===== src/rtl/benes_pkg.sv =====
// Shared definitions for the 16x16 Benes network, its stage modules and the
// configuration loader.
package benes_pkg;

    localparam int N_PORTS  = 16;
    localparam int N_STAGES = 7;
    localparam int N_SW     = 8;
    localparam int SIDX_W   = $clog2(N_STAGES);

    typedef logic [N_SW-1:0] sw_word_t;

    typedef enum logic [1:0] {
        IDLE,
        LOAD,
        COMMIT
    } cfg_state_t;

endpackage


===== src/rtl/benes_cfg_loader.sv =====
// Double-buffered switch-configuration loader for the Benes network.
// Words land in a shadow bank. A complete load is copied to the active bank
// (switch_set) on a single edge, so the network never sees a partial update.
//
// state  | meaning
// -------+-----------------------------------------------------------
// IDLE   | nothing loaded since the last commit or abort
// LOAD   | at least one stage word held in the shadow bank
// COMMIT | complete load waiting for net_busy to drop before the copy
module benes_cfg_loader #(
    parameter int N_STAGES = benes_pkg::N_STAGES,
    parameter int N_SW     = benes_pkg::N_SW,
    parameter int SIDX_W   = $clog2(N_STAGES)
) (
    input  logic                clk,
    input  logic                rst_n,
    input  logic                cfg_valid,
    output logic                cfg_ready,
    input  logic [SIDX_W-1:0]   cfg_stage,
    input  logic [N_SW-1:0]     cfg_data,
    input  logic                cfg_last,
    input  logic                net_busy,
    output benes_pkg::sw_word_t switch_set [N_STAGES-1:0],
    output logic                cfg_done,
    output logic                cfg_err
);
    import benes_pkg::*;

    // One extra bit so an all-ones index can be compared against the count.
    localparam logic [SIDX_W:0] STAGE_LIMIT = (SIDX_W+1)'(N_STAGES);

    cfg_state_t          state;
    sw_word_t            shadow [N_STAGES-1:0];
    logic [N_STAGES-1:0] loaded;
    logic [N_STAGES-1:0] stage_bit;
    logic [N_STAGES-1:0] loaded_nxt;
    logic                fire;
    logic                stage_ok;
    logic                commit_now;

    assign cfg_ready  = (state != COMMIT);
    assign fire       = cfg_valid & cfg_ready;
    assign stage_ok   = ({1'b0, cfg_stage} < STAGE_LIMIT);
    assign loaded_nxt = loaded | stage_bit;
    assign commit_now = (state == COMMIT) & ~net_busy;

    // One-hot decode of the addressed stage (all zero for an out-of-range index).
    always_comb begin
        stage_bit = '0;
        for (int i = 0; i < N_STAGES; i++) begin
            stage_bit[i] = (cfg_stage == SIDX_W'(i));
        end
    end

    // Shadow bank: written by every accepted in-range word, never cleared by aborts.
    always_ff @(posedge clk or negedge rst_n) begin
        if (!rst_n) begin
            for (int i = 0; i < N_STAGES; i++) begin
                shadow[i] <= '0;
            end
        end else if (fire && stage_ok) begin
            for (int i = 0; i < N_STAGES; i++) begin
                if (stage_bit[i]) begin
                    shadow[i] <= cfg_data;
                end
            end
        end
    end

    // Load sequencing, completeness tracking, error flag and done pulse.
    always_ff @(posedge clk or negedge rst_n) begin
        if (!rst_n) begin
            state    <= IDLE;
            loaded   <= '0;
            cfg_done <= 1'b0;
            cfg_err  <= 1'b0;
        end else begin
            cfg_done <= 1'b0;
            case (state)
                IDLE, LOAD: begin
                    if (fire) begin
                        // A fresh load clears the previous error; a new error below wins.
                        if (state == IDLE) begin
                            cfg_err <= 1'b0;
                        end
                        if (!stage_ok) begin
                            cfg_err <= 1'b1;
                            loaded  <= '0;
                            state   <= IDLE;
                        end else if (cfg_last) begin
                            if (&loaded_nxt) begin
                                loaded <= loaded_nxt;
                                state  <= COMMIT;
                            end else begin
                                cfg_err <= 1'b1;
                                loaded  <= '0;
                                state   <= IDLE;
                            end
                        end else begin
                            loaded <= loaded_nxt;
                            state  <= LOAD;
                        end
                    end
                end
                COMMIT: begin
                    if (!net_busy) begin
                        cfg_done <= 1'b1;
                        loaded   <= '0;
                        state    <= IDLE;
                    end
                end
                default: begin
                    state <= IDLE;
                end
            endcase
        end
    end

    // Active bank: every stage is replaced on the same commit edge.
    always_ff @(posedge clk or negedge rst_n) begin
        if (!rst_n) begin
            for (int i = 0; i < N_STAGES; i++) begin
                switch_set[i] <= '0;
            end
        end else if (commit_now) begin
            for (int i = 0; i < N_STAGES; i++) begin
                switch_set[i] <= shadow[i];
            end
        end
    end

endmodule

===== config.mk =====
export PLATFORM = sky130hd
export DESIGN_NAME = benes_cfg_loader
export DESIGN_NICKNAME = d
export VERILOG_FILES = /design/src/rtl/benes_pkg.sv /design/src/rtl/benes_cfg_loader.sv
export SDC_FILE = /design/constraint.sdc
export NUM_CORES = 1
export LEC_CHECK = 0
export ABC_AREA = 1
export CORE_UTILIZATION = 55
export DETAILED_ROUTE_END_ITERATION = 10
export PLACE_DENSITY_LB_ADDON = 0.15
export REMOVE_ABC_BUFFERS = 1
export SLEW_MARGIN = 20
export SYNTH_ARGS = -nofsm -noshare
export SYNTH_HDL_FRONTEND = slang
export SYNTH_SLANG_ARGS = --single-unit

===== constraint.sdc =====
create_clock -name clk -period 3.9 [get_ports clk]
set_clock_uncertainty 0.1 [all_clocks]
set_input_delay 0.78 -clock clk [delete_from_list [all_inputs] [get_ports clk]]
set_output_delay 0.78 -clock clk [all_outputs]
set_load 0.005 [all_outputs]

After elaboration in Yosys (flattened, before gate mapping)
Cells that the tools add are included.
{"block": "word_totals", "ff_bits": 123, "out_inout_bits": 59, "word_cells": 68, "inputBits": 16}
{"block": "op_classes", "n_lt_le_gt_ge": 1, "muxes": 18, "reduce_logical": 16, "n_eq_ne": 11, "bitwise": 4}
{"operator": "$mux W7", "count": 5}
{"operator": "$reduce_and A2 Y1", "count": 9}
{"operator": "$pmux W7 S2", "count": 1}
{"operator": "$mux W2", "count": 5}
{"operator": "$eq A3 B3 Y1 const B", "count": 3}
{"operator": "$or A7 B7 Y7", "count": 1}
{"operator": "$reduce_and A7 Y1", "count": 1}
{"operator": "$eq A3 B2 Y1 const B", "count": 2}
{"operator": "$mux W1", "count": 6}
{"operator": "$ne A2 B2 Y1 const B", "count": 3}
{"operator": "$pmux W2 S2", "count": 1}
{"operator": "$eq A3 B1 Y1 const B", "count": 1}
{"operator": "$logic_not A3 Y1", "count": 1}
{"operator": "$lt A3 B3 Y1 const B", "count": 1}
{"operator": "$reduce_and A3 Y1", "count": 1}
{"operator": "$and A1 B1 Y1", "count": 2}
{"operator": "$eq A2 B1 Y1 const B", "count": 1}
{"operator": "$eq A2 B2 Y1 const B", "count": 1}
{"operator": "$logic_not A2 Y1", "count": 1}
{"operator": "$reduce_bool A2 Y1", "count": 1}
{"operator": "$reduce_or A2 Y1", "count": 1}
{"operator": "$logic_and A1 B1 Y1", "count": 1}
{"operator": "$not A1 Y1", "count": 1}

Depth between registers and ports, before layout
{"block": "depth", "ltp_word": 8, "depth_mapped": 11, "ltp_nobuf": 10}

Least setup slack after synthesis
No wires, ideal clock.
{"block": "synth_timing", "path_type": "input to register", "startpoint": "input port cfg_stage[0]", "endpoint": "register cfg_err", "stages": 11, "path_buffers": 1, "arrival_time_ns": 1.606, "setup_slack_ns": 2.074, "setup_ns": 0.120, "t_required_ns": 3.680, "cell_sequence": "buf_6 -> inv_1 -> nand3_2 -> nand2_1 -> nand2_1 -> nor2_1 -> nand2_1 -> nand2_2 -> nand2_1 -> nand2_1 -> nand2_1"}
{"block": "synth_via", "elab_chain_cells": 6, "word_cells_on_any_way": 13, "classes_between": "order compare (1); eq/ne (6); mux (3); bitwise (1); reduce/logical (2)"}
{"item": "start: declaration", "line_no": "benes_cfg_loader.sv:19", "text": "input logic [SIDX_W-1:0] cfg_stage,"}
{"item": "$eq A3 B1 Y1 (tied with other cells)", "line_no": "benes_cfg_loader.sv:51", "text": "stage_bit[i] = (cfg_stage == SIDX_W'(i));"}
{"item": "$or A7 B7 Y7", "line_no": "benes_cfg_loader.sv:44", "text": "assign loaded_nxt = loaded | stage_bit;"}
{"item": "$reduce_and A7 Y1", "line_no": "benes_cfg_loader.sv:91", "text": "if (&loaded_nxt) begin"}
{"item": "$mux W1", "line_no": "benes_cfg_loader.sv:91"}
{"item": "$mux W1", "line_no": "benes_cfg_loader.sv:90", "text": "end else if (cfg_last) begin"}
{"item": "$mux W1 *", "line_no": "benes_cfg_loader.sv:86", "text": "if (!stage_ok) begin"}
{"item": "end signal: assignment", "line_no": "benes_cfg_loader.sv:84", "text": "cfg_err <= 1'b0;"}
{"item": "end signal: assignment", "line_no": "benes_cfg_loader.sv:87", "text": "cfg_err <= 1'b1;"}
{"item": "end signal: assignment", "line_no": "benes_cfg_loader.sv:95", "text": "cfg_err <= 1'b1;"}
{"item": "end: declaration", "line_no": "benes_cfg_loader.sv:25", "text": "output logic cfg_err"}
Every way passes the cells marked *; elsewhere a longest branch is shown, timed or not.
A chain may end at the register's enable or synchronous reset.

Final worst setup path
{"block": "layout_timing", "startpoint": "register state[1]", "endpoint": "output port cfg_ready"}
{"block": "layout_via", "elab_chain_cells": 1}
{"item": "start: declaration", "line_no": "benes_cfg_loader.sv:32", "text": "cfg_state_t state;"}
{"item": "start signal: assignment", "line_no": "benes_cfg_loader.sv:73", "text": "state <= IDLE;"}
{"item": "start signal: assignment", "line_no": "benes_cfg_loader.sv:89", "text": "state <= IDLE;"}
{"item": "start signal: assignment", "line_no": "benes_cfg_loader.sv:93", "text": "state <= COMMIT;"}
{"item": "$ne A2 B2 Y1", "line_no": "benes_cfg_loader.sv:41", "text": "assign cfg_ready = (state != COMMIT);"}
{"item": "end: declaration", "line_no": "benes_cfg_loader.sv:18", "text": "output logic cfg_ready,"}
No other way between the ends.

==> flow_summary.ini <==
[pwr]
p_leak_nw = 3.10
power.density_mw_per_mm2 = 540
ir_drop_mv = 0.319

[cts]
cts_buffers = 17
post_cts_buffers = 0
ctsResizeCount = 0
clockBufferDepth = 2
clk_latency_ns = 0.51
cts.sinks = 123
clk_pin_slew_ns = 0.06
ctsHtreeMaxLevel = 4
root_buffer = clkbuf_8
cts_hold_buf = 0
cts_tree = yes

[layout]
fin_nets = 613
final_common_cell = nand2_1
n_fill_cell = 585
utilization = 0.743
layout_common_cells = nand2_1, dfrtp_1, clkdlybuf4s50_1
antenna_cells = 0
drive_gt1_frac = 0.0770
area_growth_pct = 29.1

[grt]
grt_overflow = 0
track_usage = 0.249
grt_pass1_vias = 3615
antenna_found_initial = 0
grt_pass1_wl_um = 17000
grt_max_degree = 83

[floorplan]
core_area_mm2 = 0.00834
pin_count = 75
die_y_um = 95.4
dieArea_mm2 = 0.00911
die_w_um = 95.4
start_util = 0.576
rows = 33

[timing]
fin_crit_sh = 0.638
tightest_slew_ns = 0.704
fin_crit_ns = 2.49
relSlewSlack = 0.530
rsz0062_at_grt = no
slew_violations = 0
hold_viol = 0
fin_setup_tns_ns = 0
setup_violations = 0
clock.fmax_mhz = 402

[logic_synthesis]
syn_area_mm2 = 0.00480
synth_top_cell_area_share = 0.641
syn_inst = 521
ys_top_cells_by_area = dfrtp_1, nand2_1, o21ai_0
yosysWarnings = 0
yosysUniqueCellTypes = 18
post_synth.cell_area_avg_um2 = 9.21
synth_largest_area_cell = dfrtp_1
seq_area_frac_synth = 0.641
ys_seq_elements = 123

[detailed_routing]
drt-total-wl_um = 10500
drt_iter0_drc = 220
viasPerCell = 5.22
routedWlPerCell_um = 14.7
drc = 0
antenna_left = 0
vias = 3729
drt_pass1_iterations = 5

[critical_path]
start_kind = flip-flop
setup.worst_path.class = flip-flop to output port
endpoint_kind = output port
cp.required_ns = 3.02
crit_fanout = 3
cp.arrival_ns = 1.61

[min_path]
hp-class = input pin to async pin

[place]
gp_congestion = 0.868
hpwl_um = 6410
port_buffers = 74

[job]
maxCapViolCount = 0

[status]
status = finished, final reports clean
## through the flow
step                      setup slack (ns)  instances  hold WS (ns)  total power [mW]  cell area [um2]
after floorplan                       1.65        501         0.349              1.64             4690
after global placement                1.23        683         0.354              1.77             5600
after detailed placement              1.16        683         0.359              1.79             5600
after CTS                             1.40        715         0.170              3.36             6200
after global routing                  1.34        715         0.197              3.47             6200
final                                 1.41        715         0.159              3.35             6200
## logic make-up (layout without fill, tap and decap cells)
| group | count (synthesis) | in the layout | share of synthesized area |
|---|---|---|---|
| AOI/OAI and AO/OA | 82 | 82 | 0.0860 |
| buffers and inverters | 63 | 152 | 0.0563 |
| DFF | 123 | 123 | 0.641 |
| and+or+nand+nor | 253 | 253 | 0.217 |
## path summary, 6_finish.rpt
path | slack [ns] | end | from | depth (start not counted)
worst max register to register | 1.96 | switch_set[35] | state[1] | 8
worst min-delay path | 0.16 | switch_set[5] | rst_n | 1
worst max-delay path | 1.41 | cfg_ready | state[1] | 4
worst min register to register | 0.37 | switch_set[29] | switch_set[29] | 2
min in group clk | 0.37 | switch_set[29] | switch_set[29] | 2
max in group asynchronous | 2.72 | shadow[12] | rst_n | 2
## worst max-delay path: stages, from the launching register on
cell and delay (ns):
dfrtp_1 0.37, inv_1 0.11, nor2_4 0.06, inv_2 0.07, clkdlybuf4s50_1 0.49
## per-layer routing
layer  vias to the layer above  GRT usage  wire length (um)
met5                         -          0                 0
met4                         0     0.0746               131
met3                        13     0.0654               549
met2                       117      0.405              5180
met1                      1814      0.330              4650
li1                       1785          -                 -
## where the power goes
| part | leakage [nW] | internal [mW] | total (mW) | switching (mW) |
|---|---|---|---|---|
| sequential | 1.59 | 1.42 | 1.50 | 0.0734 |
| clock | 0.290 | 1.02 | 1.57 | 0.549 |
| combinational | 1.22 | 0.121 | 0.282 | 0.161 |
| total | 3.10 | 2.56 | 3.35 | 0.784 |
## Yosys cell counts (all sizes together)
| master | instances |
|---|---|
| clkbuf | 3 |
| nor3 | 1 |
| inv | 43 |
| nor2 | 13 |
| o21ai | 81 |
| nand4 | 3 |
| o31ai | 1 |
| buf | 17 |
| nand3 | 10 |
| nand3b | 3 |
| dfrtp | 123 |
| nand2 | 223 |
## final cells by class
type	instances	area, um2	area share
clock buffers	21	459	0.0741
clock inverters	11	141	0.0228
inverters	43	161	0.0260
multi-input cells	335	1450	0.234
flip-flops and latches	123	3080	0.497
well taps	105	131	0.0212
repair buffers	77	773	0.125
## sequential cells by signal, summed over array words and instances, names as in the netlist
register,flops
shadow,56
switch_set,56
loaded,7
state,2
cfg_done,1
cfg_err,1
Power figures use the tool's default switching activity.
==> edit: new RTL, same flow settings <==
Reset style: synchronous (`rst_n`), changed in 3 clocked blocks.
--- a/src/rtl/benes_cfg_loader.sv
+++ b/src/rtl/benes_cfg_loader.sv
@@ -54,5 +54,5 @@
 
     // Shadow bank: written by every accepted in-range word, never cleared by aborts.
-    always_ff @(posedge clk or negedge rst_n) begin
+    always_ff @(posedge clk) begin
         if (!rst_n) begin
             for (int i = 0; i < N_STAGES; i++) begin
@@ -69,5 +69,5 @@
 
     // Load sequencing, completeness tracking, error flag and done pulse.
-    always_ff @(posedge clk or negedge rst_n) begin
+    always_ff @(posedge clk) begin
         if (!rst_n) begin
             state    <= IDLE;
@@ -118,5 +118,5 @@
 
     // Active bank: every stage is replaced on the same commit edge.
-    always_ff @(posedge clk or negedge rst_n) begin
+    always_ff @(posedge clk) begin
         if (!rst_n) begin
             for (int i = 0; i < N_STAGES; i++) begin
Check against the original RTL: differs if rst_n is asserted again (counterexample within 4 cycles, from zero or initial values and one cycle with rst_n low); with rst_n held inactive, the same outputs for 4 cycles.
==> edit against the unedited design <==
- wire length shrank 1.7%
- synthesized area is 4.4% lower
- setup slack lost 3.1 ps
- largest cell class unchanged
- die area is 4.3% lower
- sequential cell count unchanged
- final area shrank 3.7%
- critical path type unchanged
- maximum frequency down 0.13%
- highest routed layer unchanged
Power is not compared: it rests on default switching activity, and its combinational part moved more than twofold at a synthesized area within 25%.
==> edit: results (changes against the unedited design) <==
Synthesis:
- In the synthesized netlist the dominant register cell turns out to be sky130_fd_sc_hd__dfxtp_1.
- Sorting the synthesized cells by area gives the leading types as sky130_fd_sc_hd__edfxtp_1 37%, sky130_fd_sc_hd__dfxtp_1 29%, sky130_fd_sc_hd__nor2_1 14%, sky130_fd_sc_hd__o21ai_1 4.7%, sky130_fd_sc_hd__nand2_1 2.9%.
- The average instance area after synthesis is 9.39 um2 (+1.9%).
- The number of flops mapped to enable cells by yosys was 56 (+56).
- The share of synthesized registers carrying an async set or reset came to 0% (-100 points).
- The register area share after synthesis came to 65.9% (+1.8 points).
- The post-synthesis cell type count is 23 (+5).
- The commonest cells after synthesis are 170 x sky130_fd_sc_hd__nor2_1, 67 x sky130_fd_sc_hd__dfxtp_1, 56 x sky130_fd_sc_hd__edfxtp_1.

Critical path:
- The worst register-to-register path ends at switch_set[21]$_SDFFE_PN0P_.
- The setup slack of the most critical reg-to-reg path is 1720 ps (-240 ps).
- The start of the worst register-to-register path is state[1]$_SDFFE_PN0P_.
- The length in cells of the worst reg-to-reg path is 7 (-1).

Global route:
- The largest net degree at the start of global routing is 58 (-30%).
- The via count of the first global-routing pass is 3311 (-8.4%).
- The first-pass GRT wire length came to 16600 um (-2.1%).

Drt:
- The number of vias per cell is 5.30 (+1.6%).
- The average wire per standard cell is 15.1 um (+2.6%).
- The total length of routed wires is 10300 um (-1.7%).
- The length of the first detailed-routing pass in iterations is 4 (-1).

Outcome:
- The flow ran to the end, and the final reports show no timing, DRC or antenna violations.

Place:
- The setup slack after placement was 1090 ps (-69.4 ps).
- The placed instance count is 653 (-4.4%).
- The half-perimeter wire length of the detailed placement result is 6560 um (+2.3%).

Layout:
- The ratio of cells with drive above 1 in the final layout is 9.95% (+2.2 points).
- The total inserted antenna cells is 0 (unchanged).
- The number of nets at the end of the flow is 586 (-4.4%).

STA:
- The worst hold slack is 367 ps (+209 ps).
- The measured slew at the worst slew-check pin came to 958 ps (+254 ps).

Hold path:
- The class of the tightest hold or removal check is flip-flop to flip-flop.
[edit: cell types whose count changed in the layout (fill, tap and decap cells not counted), sizes merged, moves of 6 or more]
| cell | before | now |
|---|---|---|
| o21ai | 81 | 66 |
| a21oi | 0 | 9 |
| nand2 | 223 | 37 |
| buf | 4 | 10 |
| dfxtp | 0 | 67 |
| edfxtp | 0 | 56 |
| nor2 | 13 | 175 |
| dfrtp | 123 | 0 |
[edit: cells by family after synthesis]
logic type	count (synthesis)	synth area share, %
AOI/OAI and AO/OA	78	8.70
DFF	123	65.9
and+or+nand+nor	229	20.0
buffers and inverters	59	5.43
[edit: area by class of cell]
cell class                      instances  area, um2
Clock buffer                           18        439
Clock inverter                         14        113
Fill cell                             553       1920
Inverter                               38        143
Multi-Input combinational cell        307       1320
Sequential cell                       123       3020
Tap cell                              102        128
Timing Repair Buffer                   83        803
[edit: worst max path at each step]
stage / cells after the start / slack, ps / endpoint / startpoint
2_1_floorplan: 4 / 1530 / switch_set[0]$_SDFFE_PN0P_ / net_busy
6_report: 4 / 1410 / cfg_ready / state[1]$_SDFFE_PN0P_
3_3_place_gp: 5 / 1130 / switch_set[17]$_SDFFE_PN0P_ / net_busy
4_1_cts: 4 / 1400 / cfg_ready / state[1]$_SDFFE_PN0P_
5_1_grt: 4 / 1360 / cfg_ready / state[1]$_SDFFE_PN0P_
3_5_place_dp: 5 / 1090 / switch_set[17]$_SDFFE_PN0P_ / net_busy
[edit: per-stage QoR]
| stage | area [um2] | power, uW |
|---|---|---|
| 6_report | 5970 | 2940 |
| 5_1_grt | 5970 | 3020 |
| 4_1_cts | 5970 | 2950 |
| 3_5_place_dp | 5410 | 1540 |
| 3_3_place_gp | 5410 | 1530 |
| 2_1_floorplan | 4480 | 1470 |
[edit: power by group through the flow]
stage | combinational, uW | sequential [uW] | clock, uW
global placement | 109 | 1420 | 0
CTS | 113 | 1400 | 1440
finish | 113 | 1400 | 1430
floorplan | 51.4 | 1420 | 0
detailed placement | 112 | 1420 | 0
global route | 125 | 1400 | 1500
[edit: metal layers]
layer,vias up,part of all wire [%],GRT usage (%)
li1,1761,-,-
met1,1715,43,33.9
met2,132,49,41.5
met3,20,6.6,6.02
met4,0,1.7,11.2
met5,-,0,0
[edit: critical path, stage by stage, from the launching register on]
cell                              delay, ps
sky130_fd_sc_hd__dfxtp_1                370
sky130_fd_sc_hd__inv_2                   50
sky130_fd_sc_hd__nor2_2                 130
sky130_fd_sc_hd__inv_2                   80
sky130_fd_sc_hd__clkdlybuf4s50_1        450
